$ cat src/rtl/exe_stage_pkg.sv
// Purpose: shared constants for the execute stage (ALU opcodes, shift types, flag indices, FSM states).
// Latency: n/a (declarations and one combinational helper).
// Backpressure: n/a.
package exe_stage_pkg;

  localparam int WORD_W = 32;

  // ALU opcodes as carried by ex_command
  localparam logic [3:0] EXE_MOV = 4'b0001;
  localparam logic [3:0] EXE_ADD = 4'b0010;
  localparam logic [3:0] EXE_ADC = 4'b0011;
  localparam logic [3:0] EXE_SUB = 4'b0100;
  localparam logic [3:0] EXE_SBC = 4'b0101;
  localparam logic [3:0] EXE_AND = 4'b0110;
  localparam logic [3:0] EXE_ORR = 4'b0111;
  localparam logic [3:0] EXE_EOR = 4'b1000;
  localparam logic [3:0] EXE_MVN = 4'b1001;
  localparam logic [3:0] EXE_MUL = 4'b1111;

  // Immediate-shift types, shifter_operand[6:5]
  localparam logic [1:0] SH_LSL = 2'b00;
  localparam logic [1:0] SH_LSR = 2'b01;
  localparam logic [1:0] SH_ASR = 2'b10;
  localparam logic [1:0] SH_ROR = 2'b11;

  // NZCV bit positions
  localparam int FLAG_N = 3;
  localparam int FLAG_Z = 2;
  localparam int FLAG_C = 1;
  localparam int FLAG_V = 0;

  typedef enum logic [1:0] {
    ST_IDLE = 2'b00,
    ST_BUSY = 2'b01,
    ST_DONE = 2'b10
  } mul_state_t;

  // Rotate right; amount 0 returns the word untouched (no RRX in this subset).
  function automatic logic [WORD_W-1:0] ror_word(input logic [WORD_W-1:0] x,
                                                 input logic [4:0]        amt);
    logic [5:0] back;
    back = 6'(WORD_W) - {1'b0, amt};
    ror_word = (amt == 5'd0) ? x : ((x >> amt) | (x << back));
  endfunction

endpackage

$ cat src/rtl/exe_stage_if.sv
// Purpose: ID/EX-to-EX bundle plus the EX results returned to EX/MEM and the ID stage.
// Latency: n/a (wires only).
// Backpressure: stall is driven by the slave (execute stage) toward the upstream master.
// Ports: master = pipeline side driving operands; slave = execute stage producing results.
interface exe_stage_if;
  import exe_stage_pkg::*;

  logic [WORD_W-1:0] pc_in;
  logic [WORD_W-1:0] val_Rn;
  logic [WORD_W-1:0] val_Rm;
  logic [23:0]       signed_imm;
  logic [11:0]       shifter_operand;
  logic [3:0]        ex_command;
  logic [3:0]        status_in;
  logic              imm;
  logic              mem_access;
  logic              sr_update;
  logic [WORD_W-1:0] alu_result;
  logic [WORD_W-1:0] br_addr;
  logic [3:0]        status_reg;
  logic              stall;
  logic              result_valid;

  modport master (
    output pc_in, val_Rn, val_Rm, signed_imm, shifter_operand, ex_command,
           status_in, imm, mem_access, sr_update,
    input  alu_result, br_addr, status_reg, stall, result_valid
  );

  modport slave (
    input  pc_in, val_Rn, val_Rm, signed_imm, shifter_operand, ex_command,
           status_in, imm, mem_access, sr_update,
    output alu_result, br_addr, status_reg, stall, result_valid
  );

endinterface

$ cat src/rtl/exe_stage_val2_gen.sv
// Purpose: second-operand generator (offset, rotated immediate, or immediate-shifted Rm).
// Latency: combinational.
// Backpressure: none.
// Ports: val_Rm/shifter_operand/imm/mem_access in, val2 out.
module exe_stage_val2_gen
  import exe_stage_pkg::*;
(
  input  logic [WORD_W-1:0] val_Rm,
  input  logic [11:0]       shifter_operand,
  input  logic              imm,
  input  logic              mem_access,
  output logic [WORD_W-1:0] val2
);

  logic [4:0] sh_amt;
  logic [1:0] sh_type;
  logic [4:0] rot_amt;

  assign sh_amt  = shifter_operand[11:7];
  assign sh_type = shifter_operand[6:5];
  assign rot_amt = {shifter_operand[11:8], 1'b0};

  // shifter_operand[4] (register-specified shift) is not supported and is
  // only consumed as part of the zero-extended memory offset.
  always_comb begin
    val2 = val_Rm;
    if (mem_access) begin
      val2 = {20'b0, shifter_operand};
    end else if (imm) begin
      val2 = ror_word({24'b0, shifter_operand[7:0]}, rot_amt);
    end else if (sh_amt != 5'd0) begin
      case (sh_type)
        SH_LSL:  val2 = val_Rm << sh_amt;
        SH_LSR:  val2 = val_Rm >> sh_amt;
        SH_ASR:  val2 = $signed(val_Rm) >>> sh_amt;
        default: val2 = ror_word(val_Rm, sh_amt);
      endcase
    end
  end

endmodule

$ cat src/rtl/exe_stage.sv
// Purpose: EX stage: val2, ALU, NZCV register, branch target and iterative shift-add MUL.
// Latency: 1 cycle for ALU ops; MUL occupies 34 cycles (result on the last).
// Backpressure: stall held high for 33 cycles of a MUL, freezing PC, IF/ID and ID/EX.
// Ports: clk, rst (async, active-high), bus (exe_stage_if.slave).
module exe_stage
  import exe_stage_pkg::*;
#(
  parameter int WORD_WIDTH = 32,
  parameter int MUL_CYCLES = 32   // one iteration per multiplier bit
) (
  input  logic        clk,
  input  logic        rst,
  exe_stage_if.slave  bus
);

  localparam int CNT_W = $clog2(MUL_CYCLES) + 1;
  localparam int MSB   = WORD_WIDTH - 1;

  mul_state_t            state, state_next;
  logic [WORD_WIDTH-1:0] val2;
  logic [WORD_WIDTH-1:0] result;
  logic [WORD_WIDTH:0]   sum;
  logic [3:0]            nzcv_next;
  logic [3:0]            status_q;
  logic                  c_new, v_new, flags_upd, stall;
  logic [WORD_WIDTH-1:0] prod, mcand, mplier;
  logic [CNT_W-1:0]      count;
  logic                  unused_status_bits;

  // Only the carry of the ID/EX snapshot feeds the ALU.
  assign unused_status_bits = ^{bus.status_in[FLAG_N], bus.status_in[FLAG_Z], bus.status_in[FLAG_V]};

  exe_stage_val2_gen u_val2 (
    .val_Rm          (bus.val_Rm),
    .shifter_operand (bus.shifter_operand),
    .imm             (bus.imm),
    .mem_access      (bus.mem_access),
    .val2            (val2)
  );

  assign bus.br_addr = bus.pc_in + {{6{bus.signed_imm[23]}}, bus.signed_imm, 2'b00};

  // ALU. Subtraction is done as Rn + ~val2 + cin so the carry out is ARM's NOT-borrow.
  always_comb begin
    sum       = '0;
    result    = '0;
    flags_upd = 1'b1;
    c_new     = status_q[FLAG_C];
    v_new     = status_q[FLAG_V];
    case (bus.ex_command)
      EXE_MOV: result = val2;
      EXE_MVN: result = ~val2;
      EXE_ADD, EXE_ADC: begin
        sum    = {1'b0, bus.val_Rn} + {1'b0, val2}
               + {{WORD_WIDTH{1'b0}}, (bus.ex_command == EXE_ADC) & bus.status_in[FLAG_C]};
        result = sum[MSB:0];
        c_new  = sum[WORD_WIDTH];
        v_new  = (bus.val_Rn[MSB] == val2[MSB]) && (result[MSB] != bus.val_Rn[MSB]);
      end
      EXE_SUB, EXE_SBC: begin
        sum    = {1'b0, bus.val_Rn} + {1'b0, ~val2}
               + {{WORD_WIDTH{1'b0}}, (bus.ex_command == EXE_SUB) | bus.status_in[FLAG_C]};
        result = sum[MSB:0];
        c_new  = sum[WORD_WIDTH];
        v_new  = (bus.val_Rn[MSB] != val2[MSB]) && (result[MSB] != bus.val_Rn[MSB]);
      end
      EXE_AND: result = bus.val_Rn & val2;
      EXE_ORR: result = bus.val_Rn | val2;
      EXE_EOR: result = bus.val_Rn ^ val2;
      EXE_MUL: result = prod;
      default: flags_upd = 1'b0;
    endcase
    nzcv_next = flags_upd ? {result[MSB], (result == '0), c_new, v_new} : status_q;
  end

  assign bus.alu_result = result;

  // Multiplier sequencing
  always_ff @(posedge clk or posedge rst) begin
    if (rst) state <= ST_IDLE;
    else     state <= state_next;
  end

  always_comb begin
    state_next = state;
    stall      = 1'b0;
    case (state)
      ST_IDLE: begin
        if (bus.ex_command == EXE_MUL) begin
          state_next = ST_BUSY;
          stall      = 1'b1;
        end
      end
      ST_BUSY: begin
        stall = 1'b1;
        if (count == CNT_W'(MUL_CYCLES - 1)) state_next = ST_DONE;
      end
      ST_DONE: state_next = ST_IDLE;
      default: state_next = ST_IDLE;
    endcase
    // Reset must release the upstream freeze even while a MUL is still presented.
    if (rst) stall = 1'b0;
  end

  assign bus.stall        = stall;
  assign bus.result_valid = ~stall;

  // Operands are captured once in IDLE; upstream is frozen during BUSY so the
  // inputs are never re-sampled.
  always_ff @(posedge clk or posedge rst) begin
    if (rst) begin
      prod   <= '0;
      mcand  <= '0;
      mplier <= '0;
      count  <= '0;
    end else begin
      case (state)
        ST_IDLE: begin
          if (bus.ex_command == EXE_MUL) begin
            mcand  <= bus.val_Rn;
            mplier <= val2;
            prod   <= '0;
            count  <= '0;
          end
        end
        ST_BUSY: begin
          if (mplier[0]) prod <= prod + mcand;
          mcand  <= mcand << 1;
          mplier <= mplier >> 1;
          count  <= count + 1'b1;
        end
        default: ;
      endcase
    end
  end

  always_ff @(posedge clk or posedge rst) begin
    if (rst)                           status_q <= 4'b0000;
    else if (bus.sr_update && !stall)  status_q <= nzcv_next;
  end

  assign bus.status_reg = status_q;

endmodule

$ cat src/flat_wrapper.sv
// flat-port wrapper written by rule: the top's interface ports become plain ports
module exe_stage_flat import exe_stage_pkg::*;
#(
  parameter int WORD_WIDTH = 32,
  parameter int MUL_CYCLES = 32                                      
)
  (clk, rst, bus_pc_in, bus_val_Rn, bus_val_Rm, bus_signed_imm, bus_shifter_operand, bus_ex_command, bus_status_in, bus_imm, bus_mem_access, bus_sr_update, bus_alu_result, bus_br_addr, bus_status_reg, bus_stall, bus_result_valid);
  exe_stage_if bus_i ();
  input  logic clk;
  input  logic rst;
  input wire logic [$bits(bus_i.pc_in)-1:0] bus_pc_in;
  input wire logic [$bits(bus_i.val_Rn)-1:0] bus_val_Rn;
  input wire logic [$bits(bus_i.val_Rm)-1:0] bus_val_Rm;
  input wire logic [$bits(bus_i.signed_imm)-1:0] bus_signed_imm;
  input wire logic [$bits(bus_i.shifter_operand)-1:0] bus_shifter_operand;
  input wire logic [$bits(bus_i.ex_command)-1:0] bus_ex_command;
  input wire logic [$bits(bus_i.status_in)-1:0] bus_status_in;
  input wire logic [$bits(bus_i.imm)-1:0] bus_imm;
  input wire logic [$bits(bus_i.mem_access)-1:0] bus_mem_access;
  input wire logic [$bits(bus_i.sr_update)-1:0] bus_sr_update;
  output wire logic [$bits(bus_i.alu_result)-1:0] bus_alu_result;
  output wire logic [$bits(bus_i.br_addr)-1:0] bus_br_addr;
  output wire logic [$bits(bus_i.status_reg)-1:0] bus_status_reg;
  output wire logic [$bits(bus_i.stall)-1:0] bus_stall;
  output wire logic [$bits(bus_i.result_valid)-1:0] bus_result_valid;
  assign bus_i.pc_in = bus_pc_in;
  assign bus_i.val_Rn = bus_val_Rn;
  assign bus_i.val_Rm = bus_val_Rm;
  assign bus_i.signed_imm = bus_signed_imm;
  assign bus_i.shifter_operand = bus_shifter_operand;
  assign bus_i.ex_command = bus_ex_command;
  assign bus_i.status_in = bus_status_in;
  assign bus_i.imm = bus_imm;
  assign bus_i.mem_access = bus_mem_access;
  assign bus_i.sr_update = bus_sr_update;
  assign bus_alu_result = bus_i.alu_result;
  assign bus_br_addr = bus_i.br_addr;
  assign bus_status_reg = bus_i.status_reg;
  assign bus_stall = bus_i.stall;
  assign bus_result_valid = bus_i.result_valid;
  exe_stage #(.WORD_WIDTH(WORD_WIDTH), .MUL_CYCLES(MUL_CYCLES)) u_core (.clk(clk), .rst(rst), .bus(bus_i));
endmodule
$ cat config.mk
export PLATFORM = sky130hd
export DESIGN_NAME = exe_stage_flat
export DESIGN_NICKNAME = d
export VERILOG_FILES = /design/src/rtl/exe_stage_pkg.sv /design/src/rtl/exe_stage_if.sv /design/src/rtl/exe_stage_val2_gen.sv /design/src/rtl/exe_stage.sv /design/src/flat_wrapper.sv
export SDC_FILE = /design/constraint.sdc
export NUM_CORES = 1
export LEC_CHECK = 0
export CORE_UTILIZATION = 29
export DETAILED_ROUTE_END_ITERATION = 8
export SYNTH_ARGS = -nofsm -noshare
export SYNTH_HDL_FRONTEND = slang
export SYNTH_SLANG_ARGS = --single-unit
$ cat constraint.sdc
create_clock -name clk -period 12.4 [get_ports clk]
set_input_delay 1.24 -clock clk [delete_from_list [all_inputs] [get_ports clk]]
set_output_delay 1.24 -clock clk [all_outputs]
set_load 0.01 [all_outputs]
* After elaboration in Yosys (flattened, before gate mapping)
Index checks and enable logic that the tools add are counted.
** Word-level totals
- Output and inout bits :: 70
- Input port bits :: 145
- Word-level logic and storage cells :: 97
- Register bits :: 108
** Operators by class
- Muxes and demuxes :: 25
- Equality and inequality tests :: 21
- Reductions and logical operators :: 20
- Bitwise gates (word level) :: 9
- Add/sub/neg operators :: 9
- Shift operators :: 6
** Operators by type and width (number)
- $mux 32 :: 9
- $pmux 32 s8 :: 1
- $pmux 32 s2 :: 3
- $or 32x32->32 :: 3
- $pmux 32 s3 :: 1
- $add 32x32->33 :: 2
- $add 33x1->33 :: 2
- $add 32x32->32 :: 2
- $and 32x32->32 :: 1
- $logic_not 32->1 :: 1
- $not 32->32 :: 1
- $shl 32x5->32 :: 1
- $shl 32x6->32 :: 1
- $shl 8x6->32 :: 1
- $shr 32x5->32 :: 1
- $shr 8x5->32 :: 1
- $sshr 32x5->32 :: 1
- $xor 32x32->32 :: 1
- $eq 4x3->1 const B :: 4
- $eq 4x4->1 const B :: 3
- $pmux 6 s2 :: 1
- $sub 6x5->6 const A :: 2
- $logic_not 5->1 :: 2
- $reduce_or 10->1 :: 1
- 25 further kinds :: 44

* Longest topological paths before layout
- Depth after elaboration :: 14
- Gate-level depth with buffers :: 34
- Gate-level depth less buffers :: 24

* Modules after synthesis
From an unflattened synthesis, not the netlist that was laid out.
** Second synthesis, totals
- Cells, all modules :: 3014
- Area, all modules :: 22280.1 µm²
** Modules (own cells, without submodules)
- exe_stage :: instances 1, area an instance 14122.3 µm², cells each 1945, seq. area each 2702.6 µm²
- exe_stage_val2_gen :: instances 1, area an instance 8157.8 µm², cells each 1069, seq. area each 0.0 µm²

* Worst setup path after synthesis
OpenSTA, ideal clock, no wires.
- Path kind :: input to output
- Start :: input bus_shifter_operand[9]
- End :: output bus_alu_result[30]
- Stages on the path :: 27
- Buffers on the path :: 7
- Data required time :: 11.160 ns
- Arrival time :: 7.275 ns
- Slack :: 3.885 ns
- Cells stage by stage :: buf_2 buf_4 clkinv_1 buf_2 buf_2 buf_2 buf_2 ha_1 nor2b_1 buf_2 mux2i_1 nor2_1 a311o_1 a31oi_1 fa_1 inv_1 fa_1 o21ba_2 o2111ai_1 a31oi_1 o21ai_1 a311oi_2 o21a_1 o21a_1 o41ai_1 mux2i_1 a211o_1
** On the way
- Longest elaborated chain between the ends :: 12
- Elaborated cells on any way between the ends :: 28
- Those cells by class :: add/sub (6); shift (6); mux (7); bitwise (6); reduce/logical (3)
** RTL lines
- start, declared :: RTL line flat_wrapper.sv:15 : input wire logic [$bits(bus_i.shifter_operand)-1:0] bus_shifter_operand;
- $sub 6x5->6 :: RTL line exe_stage_pkg.sv:42 : back = 6'(WORD_W) - {1'b0, amt};
- $shl 32x6->32 :: RTL line exe_stage_pkg.sv:43 : ror_word = (amt == 5'd0) ? x : ((x >> amt) | (x << back));
- $or 32x32->32 :: RTL line exe_stage_pkg.sv:43
- $mux 32 :: RTL line exe_stage_pkg.sv:43
- $pmux 32 s3 :: RTL line exe_stage_val2_gen.sv:32 : case (sh_type)
- $mux 32 :: RTL line exe_stage_val2_gen.sv:31 : end else if (sh_amt != 5'd0) begin
- $mux 32 :: RTL line exe_stage_val2_gen.sv:29 : end else if (imm) begin
- $mux 32 (*) :: RTL line exe_stage_val2_gen.sv:27 : if (mem_access) begin
- $not 32->32 :: RTL line exe_stage.sv:52, exe_stage.sv:61
- $add 32x32->33 :: RTL line exe_stage.sv:61 : sum = {1'b0, bus.val_Rn} + {1'b0, ~val2}
- $add 33x1->33 :: RTL line exe_stage.sv:62 : + {{WORD_WIDTH{1'b0}}, (bus.ex_command == EXE_SUB) | bus.status_in[FLAG_C]};
- $pmux 32 s8 (*) :: RTL line exe_stage.sv:50 : case (bus.ex_command)
- end, declared :: RTL line flat_wrapper.sv:21 : output wire logic [$bits(bus_i.alu_result)-1:0] bus_alu_result;
Every way passes the cells marked *; elsewhere a longest branch is shown, timed or not.

* Final worst setup path
- Start :: input bus_shifter_operand[8]
- End :: output bus_alu_result[31]
The elaborated chain is that of the path after synthesis.

==> flow_summary_export.csv <==
group,metric,value,unit
final_layout,drive_above_1_share,0.108,
setup_path,r2r_start,"u_core.state[1]$_DFFE_PP0P_",
floorplan,die_w,283,um
final_layout,final_cell_mix,"nand2_1, nor2_1, clkdlybuf4s50_1",
timing,tightest_slew,1300,ps
final_layout,nNetsFinal,3380,
timing,slew_headroom,0.111,
clock_tree,clock-sinks,108,
drt,via_per_inst,6.41,
floorplan,row_count,102,
power,swShare,0.503,
final_layout,fin_cells,4109,
clock_tree,cts_buffers,9,
drt,remaining_drc_errors,0,
setup_path,start_kind,"input port",
drt,vias,26300,
global_route,grt_max_degree,96,
power,peakVddDrop,104,uV
power,power_density,117,mW/mm^2
final_layout,area_growth,14.2,%
floorplan,dieHeight,283,um
floorplan,pin_count,215,
setup_path,cp_data_arrival_time,9560,ps
setup_path,reg2reg_to,"u_core.bus.status_reg[2]$_DFFE_PP0P_",
placed_design,gp_congestion,1.04,
timing,final.min_clock_period,10800,ps
logic_synthesis,synth_ff_type,"dfrtp_1",
power,internal_power,1.53,mW
timing,setup-violations-final,0,
timing,rsz0062_at_grt,"false",
floorplan,dieArea,0.0801,sq mm
setup_path,crit_path_top_delay_cell,"buf_4",
drt,ant_nets,0,
clock_tree,worstSkewPairLatency,390,ps
timing,hold_viol_final,0,
setup_path,slowest_delay,780,ps
setup_path,path_common_cell,"buf_4",
logic_synthesis,syn_avg_cell_area,7.63,sq um
clock_tree,cts_tree,"yes",
logic_synthesis,syn_nets,3317,
power,leakagePower,10.5,nW
logic_synthesis,async_flop_share,1.00,
drt,wl_per_cell,27.6,um
global_route,grt_use_total,0.273,
logic_synthesis,yosysSeqAreaShare,0.118,
logic_synthesis,synth_edf_count,0,
drt,first_pass_iters,6,
logic_synthesis,postSynthCellCount,2999,
floorplan,core_area,0.0777,sq mm
setup_path,cp-startpoint,"bus_shifter_operand[8]",
setup_path,r2r_slack,7800,ps
setup_path,path_depth,23,
power,p_clk_frac,0.099,
timing,tns,0,ps
setup_path,cpLargestDelayFamily,"compound AO/OA/AOI/OAI gates",
setup_path,crit_buf_inv,5,
hold_path,hold_path_class,"flip-flop to flip-flop",
clock_tree,clock_path_buffers,2,
drt,wl,113000,um
global_route,grt_pass1_vias,24900,
setup_path,endpoint_kind,"primary output",
logic_synthesis,synth_warnings,0,
clock_tree,htree_levels,3,
final_layout,final_common_cell,"nand2_1",
timing,maxSlewViolCount,0,
outcome,status,"complete, no violations",
clock_tree,clkTransAtPathRegs,80,ps
global_route,grt_pass1_wl,167000,um
power,p_switching,1.55,mW
logic_synthesis,synth_area,0.0229,sq mm
power,p_seq_frac,0.202,
final_layout,reg_top3,"u_core.mcand: 32 flops, u_core.mplier: 32 flops, u_core.prod: 32 flops",
global_route,grt_antenna_before_repair,3,
run,maxCapViolations,0,
placed_design,hpwlAfterDp,83000,um
global_route,grt_overflow,0,
setup_path,critPathKind,"input port to primary output",
clock_tree,cts_resized,0,
logic_synthesis,ys_seq_elements,108,
setup_path,crit_path_end,"bus_alu_result[31]",
placed_design,portBuffers,207,
floorplan,start_util,0.295,
power,power_frac_comb,0.699,
logic_synthesis,yosysUniqueCellTypes,106,
timing,finClkSkew,5.64,ps
setup_path,path_max_fanout,62,
setup_path,cp.required,11160,ps
hold_path,hold_depth,1,
drt,drtIter0Drc,3682,
clock_tree,cts_root_buf,"clkbuf_16",
placed_design,place_inst,4091,
setup_path,crit_chain,"buf_6 > buf_4 > buf_4 > mux4_2 > a222oi_1 > or4_1 > o2111ai_1 > or4_1 > a32oi_1 > buf_4 > ha_1 > or2_2 > a211oi_1 > o211ai_1 > o211ai_1 > o2111a_1 > a221o_1 > a211o_1 > a221oi_1 > o31ai_1 > a211oi_1 > o21bai_1 > clkdlybuf4s50_1",
clock_tree,post_cts_buffers,0,
timing,finalCritPeriodShare,0.871,
setup_path,reg2regPathDepth,12,
clock_tree,hold_buffers,0,
timing,fmax,0.0926,GHz
==> worst register-to-register path, delay by kind of cell (launching register included) <==
kind | cells | cell delay (ps)
flops | 1 | 400
compound gates | 4 | 1390
simple gates | 6 | 2210
buf+inv | 2 | 520
==> kinds of logic after synthesis <==
logic type      synth area share
flops                      0.118
fa+ha+maj                 0.0965
compound gates             0.296
mux                        0.175
buf+inv                   0.0784
xor+xnor                  0.0271
simple gates               0.209
==> worst min path at each step <==
stage	startpoint	end	slack, ps
2_1_floorplan	u_core.count[5]$_DFFE_PP0P_	u_core.state[1]$_DFFE_PP0P_	440
3_3_place_gp	u_core.count[5]$_DFFE_PP0P_	u_core.state[1]$_DFFE_PP0P_	470
3_5_place_dp	u_core.count[5]$_DFFE_PP0P_	u_core.state[1]$_DFFE_PP0P_	480
4_1_cts	u_core.count[5]$_DFFE_PP0P_	u_core.state[1]$_DFFE_PP0P_	490
5_1_grt	u_core.prod[31]$_DFFE_PP0P_	u_core.prod[31]$_DFFE_PP0P_	510
6_report	u_core.count[5]$_DFFE_PP0P_	u_core.state[1]$_DFFE_PP0P_	490
==> routing by layer <==
| layer | track usage | part of all wire | vias up |
|---|---|---|---|
| met4 | 0.129 | 0.058 | 4 |
| met5 | 0 | 0.00022 | - |
| li1 | - | - | 11500 |
| met3 | 0.0741 | 0.12 | 405 |
| met2 | 0.415 | 0.43 | 1889 |
| met1 | 0.357 | 0.40 | 12500 |
==> Yosys cell counts, types with 22 or more instances <==
library cell | count | area [sq um]
buf_2 | 36 | 180
a21oi_1 | 178 | 891
buf_4 | 23 | 173
nand2b_1 | 47 | 294
ha_1 | 167 | 2090
clkbuf_1 | 158 | 593
o22ai_1 | 35 | 219
o31ai_1 | 22 | 165
xnor2_1 | 47 | 412
a221oi_1 | 24 | 210
nor2_1 | 243 | 912
inv_1 | 132 | 495
nand3_1 | 109 | 546
o2111ai_1 | 23 | 201
nand4_1 | 25 | 156
a211oi_1 | 38 | 285
a22oi_1 | 62 | 465
a31oi_1 | 69 | 432
nor4_1 | 25 | 156
mux2i_1 | 129 | 1290
o211ai_1 | 42 | 315
mux2_2 | 49 | 552
xor2_1 | 22 | 193
nand2_1 | 295 | 1110
mux4_2 | 92 | 2070
nor3_1 | 82 | 410
o21bai_1 | 22 | 165
nor2b_1 | 42 | 263
o21ai_0 | 193 | 966
a21o_1 | 38 | 285
dfrtp_1 | 108 | 2700
==> metrics by stage <==
stage	power, mW	utilization	cell area [sq um]	hold slack, ps	setup WS, ps
after floorplan	2.07	-	22900	442	3890
after global placement	2.71	0.333	25800	468	1900
after detailed placement	2.72	0.333	25800	476	1830
after CTS	3.04	0.336	26100	487	1780
after global routing	3.32	0.336	26100	505	1170
final	3.07	0.336	26100	488	1600
==> final cells by class <==
type | count | area, sq um
Clock buffer | 10 | 239
Multi-Input combinational cell | 2497 | 18500
Inverter | 136 | 513
Fill cell | 8221 | 51600
Clock inverter | 6 | 47.5
Antenna cell | 2 | 5.00
Sequential cell | 108 | 2700
Tap cell | 1040 | 1300
Timing Repair Buffer | 310 | 2840
==> power groups by stage <==
stage / logic, mW / registers [mW] / clock network [mW]
after floorplan: 1.49 / 0.575 / 0
after global placement: 2.08 / 0.625 / 0
after detailed placement: 2.09 / 0.625 / 0
after CTS: 2.11 / 0.619 / 0.313
after global routing: 2.35 / 0.636 / 0.325
final: 2.15 / 0.620 / 0.306
(Power assumes the default switching activity.)
==> RTL change (same settings) <==
`MUL_CYCLES` is set to 32 in 2 places; all go to 64.
--- a/src/rtl/exe_stage.sv
+++ b/src/rtl/exe_stage.sv
@@ -6,7 +6,7 @@
   import exe_stage_pkg::*;
 #(
   parameter int WORD_WIDTH = 32,
-  parameter int MUL_CYCLES = 32   // one iteration per multiplier bit
+  parameter int MUL_CYCLES = 64   // one iteration per multiplier bit
 ) (
   input  logic        clk,
   input  logic        rst,
--- a/src/flat_wrapper.sv
+++ b/src/flat_wrapper.sv
@@ -2,7 +2,7 @@
 module exe_stage_flat import exe_stage_pkg::*;
 #(
   parameter int WORD_WIDTH = 32,
-  parameter int MUL_CYCLES = 32                                      
+  parameter int MUL_CYCLES = 64                                      
 )
   (clk, rst, bus_pc_in, bus_val_Rn, bus_val_Rm, bus_signed_imm, bus_shifter_operand, bus_ex_command, bus_status_in, bus_imm, bus_mem_access, bus_sr_update, bus_alu_result, bus_br_addr, bus_status_reg, bus_stall, bus_result_valid);
   exe_stage_if bus_i ();
Check against the original RTL: not settled (the Yosys comparison gave no result); the edit may change what the design does.
==> RTL change against the unedited design <==
Sequential power up 5.0%. Routed wire length is 4.5% lower. Critical path depth shrank 1. Register-to-register slack about the same. Hold slack lost 12 ps. Clock power barely moved. Total power grew 7.0%. Area after synthesis is 1.1% lower. Global-route usage shrank 0.85 points. Setup slack improved by 150 ps. Design area is 0.98% lower. Sequential cell count is 1 higher. Via count down 2.8%. Sequential share of layout area grew 0.20 points. Largest cell class unchanged. Highest routed layer unchanged.
==> RTL change: results (changes against the unedited design) <==
HP Start -> u_core.count[6]
Synth warn -> 0 (unchanged)
Final ANT Viol Nets -> 0 (unchanged)
Share of layout cells above drive strength 1 -> 10.7% (-0.10 points)
Initial antenna violation count -> 3 (unchanged)
Wire length per cell -> 26.7 um (-3.1%)
Critical path's slowest cell -> xor2_1
Number of synthesized flops with an enable pin -> 0 (unchanged)
Max VDD drop -> 0.0000830 V (-20%)
Synth Flop Type -> dfrtp_1
Nets -> 3323 (-1.7%)
CP delay by family, top -> compound AO/OA/AOI/OAI gates
Placed cells -> 4036 (-1.3%)
Vias in the first global route -> 23500 (-5.4%)
Reg-to-reg startpoint -> u_core.mcand[1]
Pre-CTS setup slack -> 2060 ps (+222 ps)
Largest net degree at the start of global routing -> 66 (-31%)
DR iter-0 viols -> 3417 (-7.2%)
First-pass GRT wire length -> 158000 um (-5.1%)
R2r worst-path depth -> 13 (+1)
Num CTS Buffers -> 9 (unchanged)
Top cells by area, synth -> dfrtp_1 12%, mux4_2 11%, ha_1 9.1%, mux2i_1 5.8%, nand2_1 4.9%
Arrival @ worst endpoint -> 9410 ps (-150 ps)
GRT Overall Usage -> 26.5% (-0.85 points)
Worst hold path type -> reg -> reg
Rel. slew slack -> 16.8% (+5.7 points)
Post-CTS Setup Bufs -> 0 (unchanged)
H-tree depth -> 3 (unchanged)
Largest regs -> u_core.mcand: 32 flops, u_core.mplier: 32 flops, u_core.prod: 32 flops
GPL Wtd Cong -> 1.10 (+5.0%)
Clk Latency, worst-skew pair -> 390 ps (about the same)
RR Endpoint -> u_core.prod[31]
R2R setup slack -> 7800 ps (about the same)
Hold Path Stages -> 1 (unchanged)
Top cells by count, synth -> 294 x nand2_1, 247 x nor2_1, 199 x a21oi_1, 198 x clkbuf_1, 171 x o21ai_0
P_leak -> 10.4 nW (-0.72%)
Hold EP -> u_core.state[1]
Gate Count Post-Synth -> 2970 (-0.97%)
IO buf count -> 207 (unchanged)
Clock buffer depth -> 2 (unchanged)
N_diodes -> 0 (-2)
CP max FO -> 57 (-8.1%)
CP max stage delay -> 660 ps (-120 ps)
Root Driver -> clkbuf_16
Final std cells w/o fill -> 4052 (-1.4%)
Vias per inst -> 6.32 (-1.5%)
CTS resizes -> 0 (unchanged)
Remaining DRCs -> 0 (unchanged)
Clock Pin Slew Worst Setup and Hold Paths -> 80 ps (about the same)
Number of distinct library cells after synthesis -> 91 (-14%)
Synth async-reset ratio -> 100% (unchanged)
DP HPWL -> 78900 um (-4.9%)
DRT Pass-1 Iters -> 6 (unchanged)
Seq/Total Area, Yosys -> 12.0% (+0.24 points)
Status -> complete, no violations
Clock Skew -> 10.5 ps (+4.86 ps)
[RTL change: cell types whose count changed in the layout (fill, tap and decap cells not counted), sizes merged, moves of 11 or more]
cell / before / now
o22ai: 35 / 23
mux4: 95 / 112
o22a: 4 / 29
a21oi: 179 / 199
inv: 135 / 151
a31oi: 69 / 56
o211ai: 42 / 31
nand2b: 47 / 28
nor2b: 42 / 58
a22oi: 62 / 41
o21ai: 196 / 174
o2111ai: 24 / 9
buf: 108 / 85
[RTL change: cell families (layout without fill, tap and decap cells)]
family | after synthesis | in the layout | synth area share (%)
adders and majority gates | 171 | 171 | 9.65
and+or+nand+nor | 984 | 984 | 20.6
xor gates and xnor gates | 72 | 72 | 2.85
muxes | 291 | 291 | 19.3
buffers and inverters | 413 | 455 | 7.29
DFF | 109 | 109 | 12.0
AOI/OAI and AO/OA | 930 | 930 | 28.2
[RTL change: how the worst max path moves through the flow]
stage	endpoint	depth (start not counted)	slack [ps]	from
after floorplan	bus_alu_result[31]	27	3330	bus_shifter_operand[8]
after global placement	bus_alu_result[26]	22	2060	bus_shifter_operand[7]
after detailed placement	bus_alu_result[31]	22	2060	bus_shifter_operand[8]
after CTS	bus_alu_result[31]	22	2050	bus_shifter_operand[8]
after global routing	bus_alu_result[31]	22	1410	bus_shifter_operand[7]
final	bus_alu_result[31]	22	1750	bus_shifter_operand[8]
[RTL change: power breakdown]
| group | total, mW | switching (mW) | internal [mW] |
|---|---|---|---|
| Sequential | 0.651 | 0.126 | 0.525 |
| Clock | 0.306 | 0.165 | 0.141 |
| Combinational | 2.33 | 1.36 | 0.969 |
| Total | 3.29 | 1.65 | 1.63 |
[RTL change: area by class of cell]
class	count	area (sq um)
fillers	8277	51400
multi-input cells	2448	18300
flip-flops and latches	109	2730
repair buffers	286	2660
well taps	1040	1300
inverters	153	577
clock buffers	9	225
clock inverters	7	67.6
[RTL change: worst reg2reg max path, cell delays in order, from the launching register on]
cell	delay [ps]
dfrtp_1	450
ha_1	310
a21o_1	160
a21o_1	210
a2111oi_0	640
nor3_1	210
o21ai_0	530
a311oi_1	280
a211o_1	350
a31oi_1	340
o21ai_0	220
or4b_2	630
nand3_1	100
a22o_1	130
[RTL change: per-layer routing]
layer  wire, um  vias to the layer above  part of all wire, %  GRT usage, %
li1           -                    11200                    -             -
met1      44200                    12300                   41          35.0
met3      12800                      345                   12          7.42
met4       6230                        6                  5.8          13.4
met5         35                        -                0.032         0.122
met2      45100                     1697                   42          39.1
[RTL change: stage by stage]
step                area (sq um)  hold slack (ps)  utilization [%]
finish                     25900              476             33.5
global route               25900              498             33.5
CTS                        25900              476             33.5
detailed placement         25600              463             33.1
global placement           25600              452             33.1
floorplan                  22600              444                -
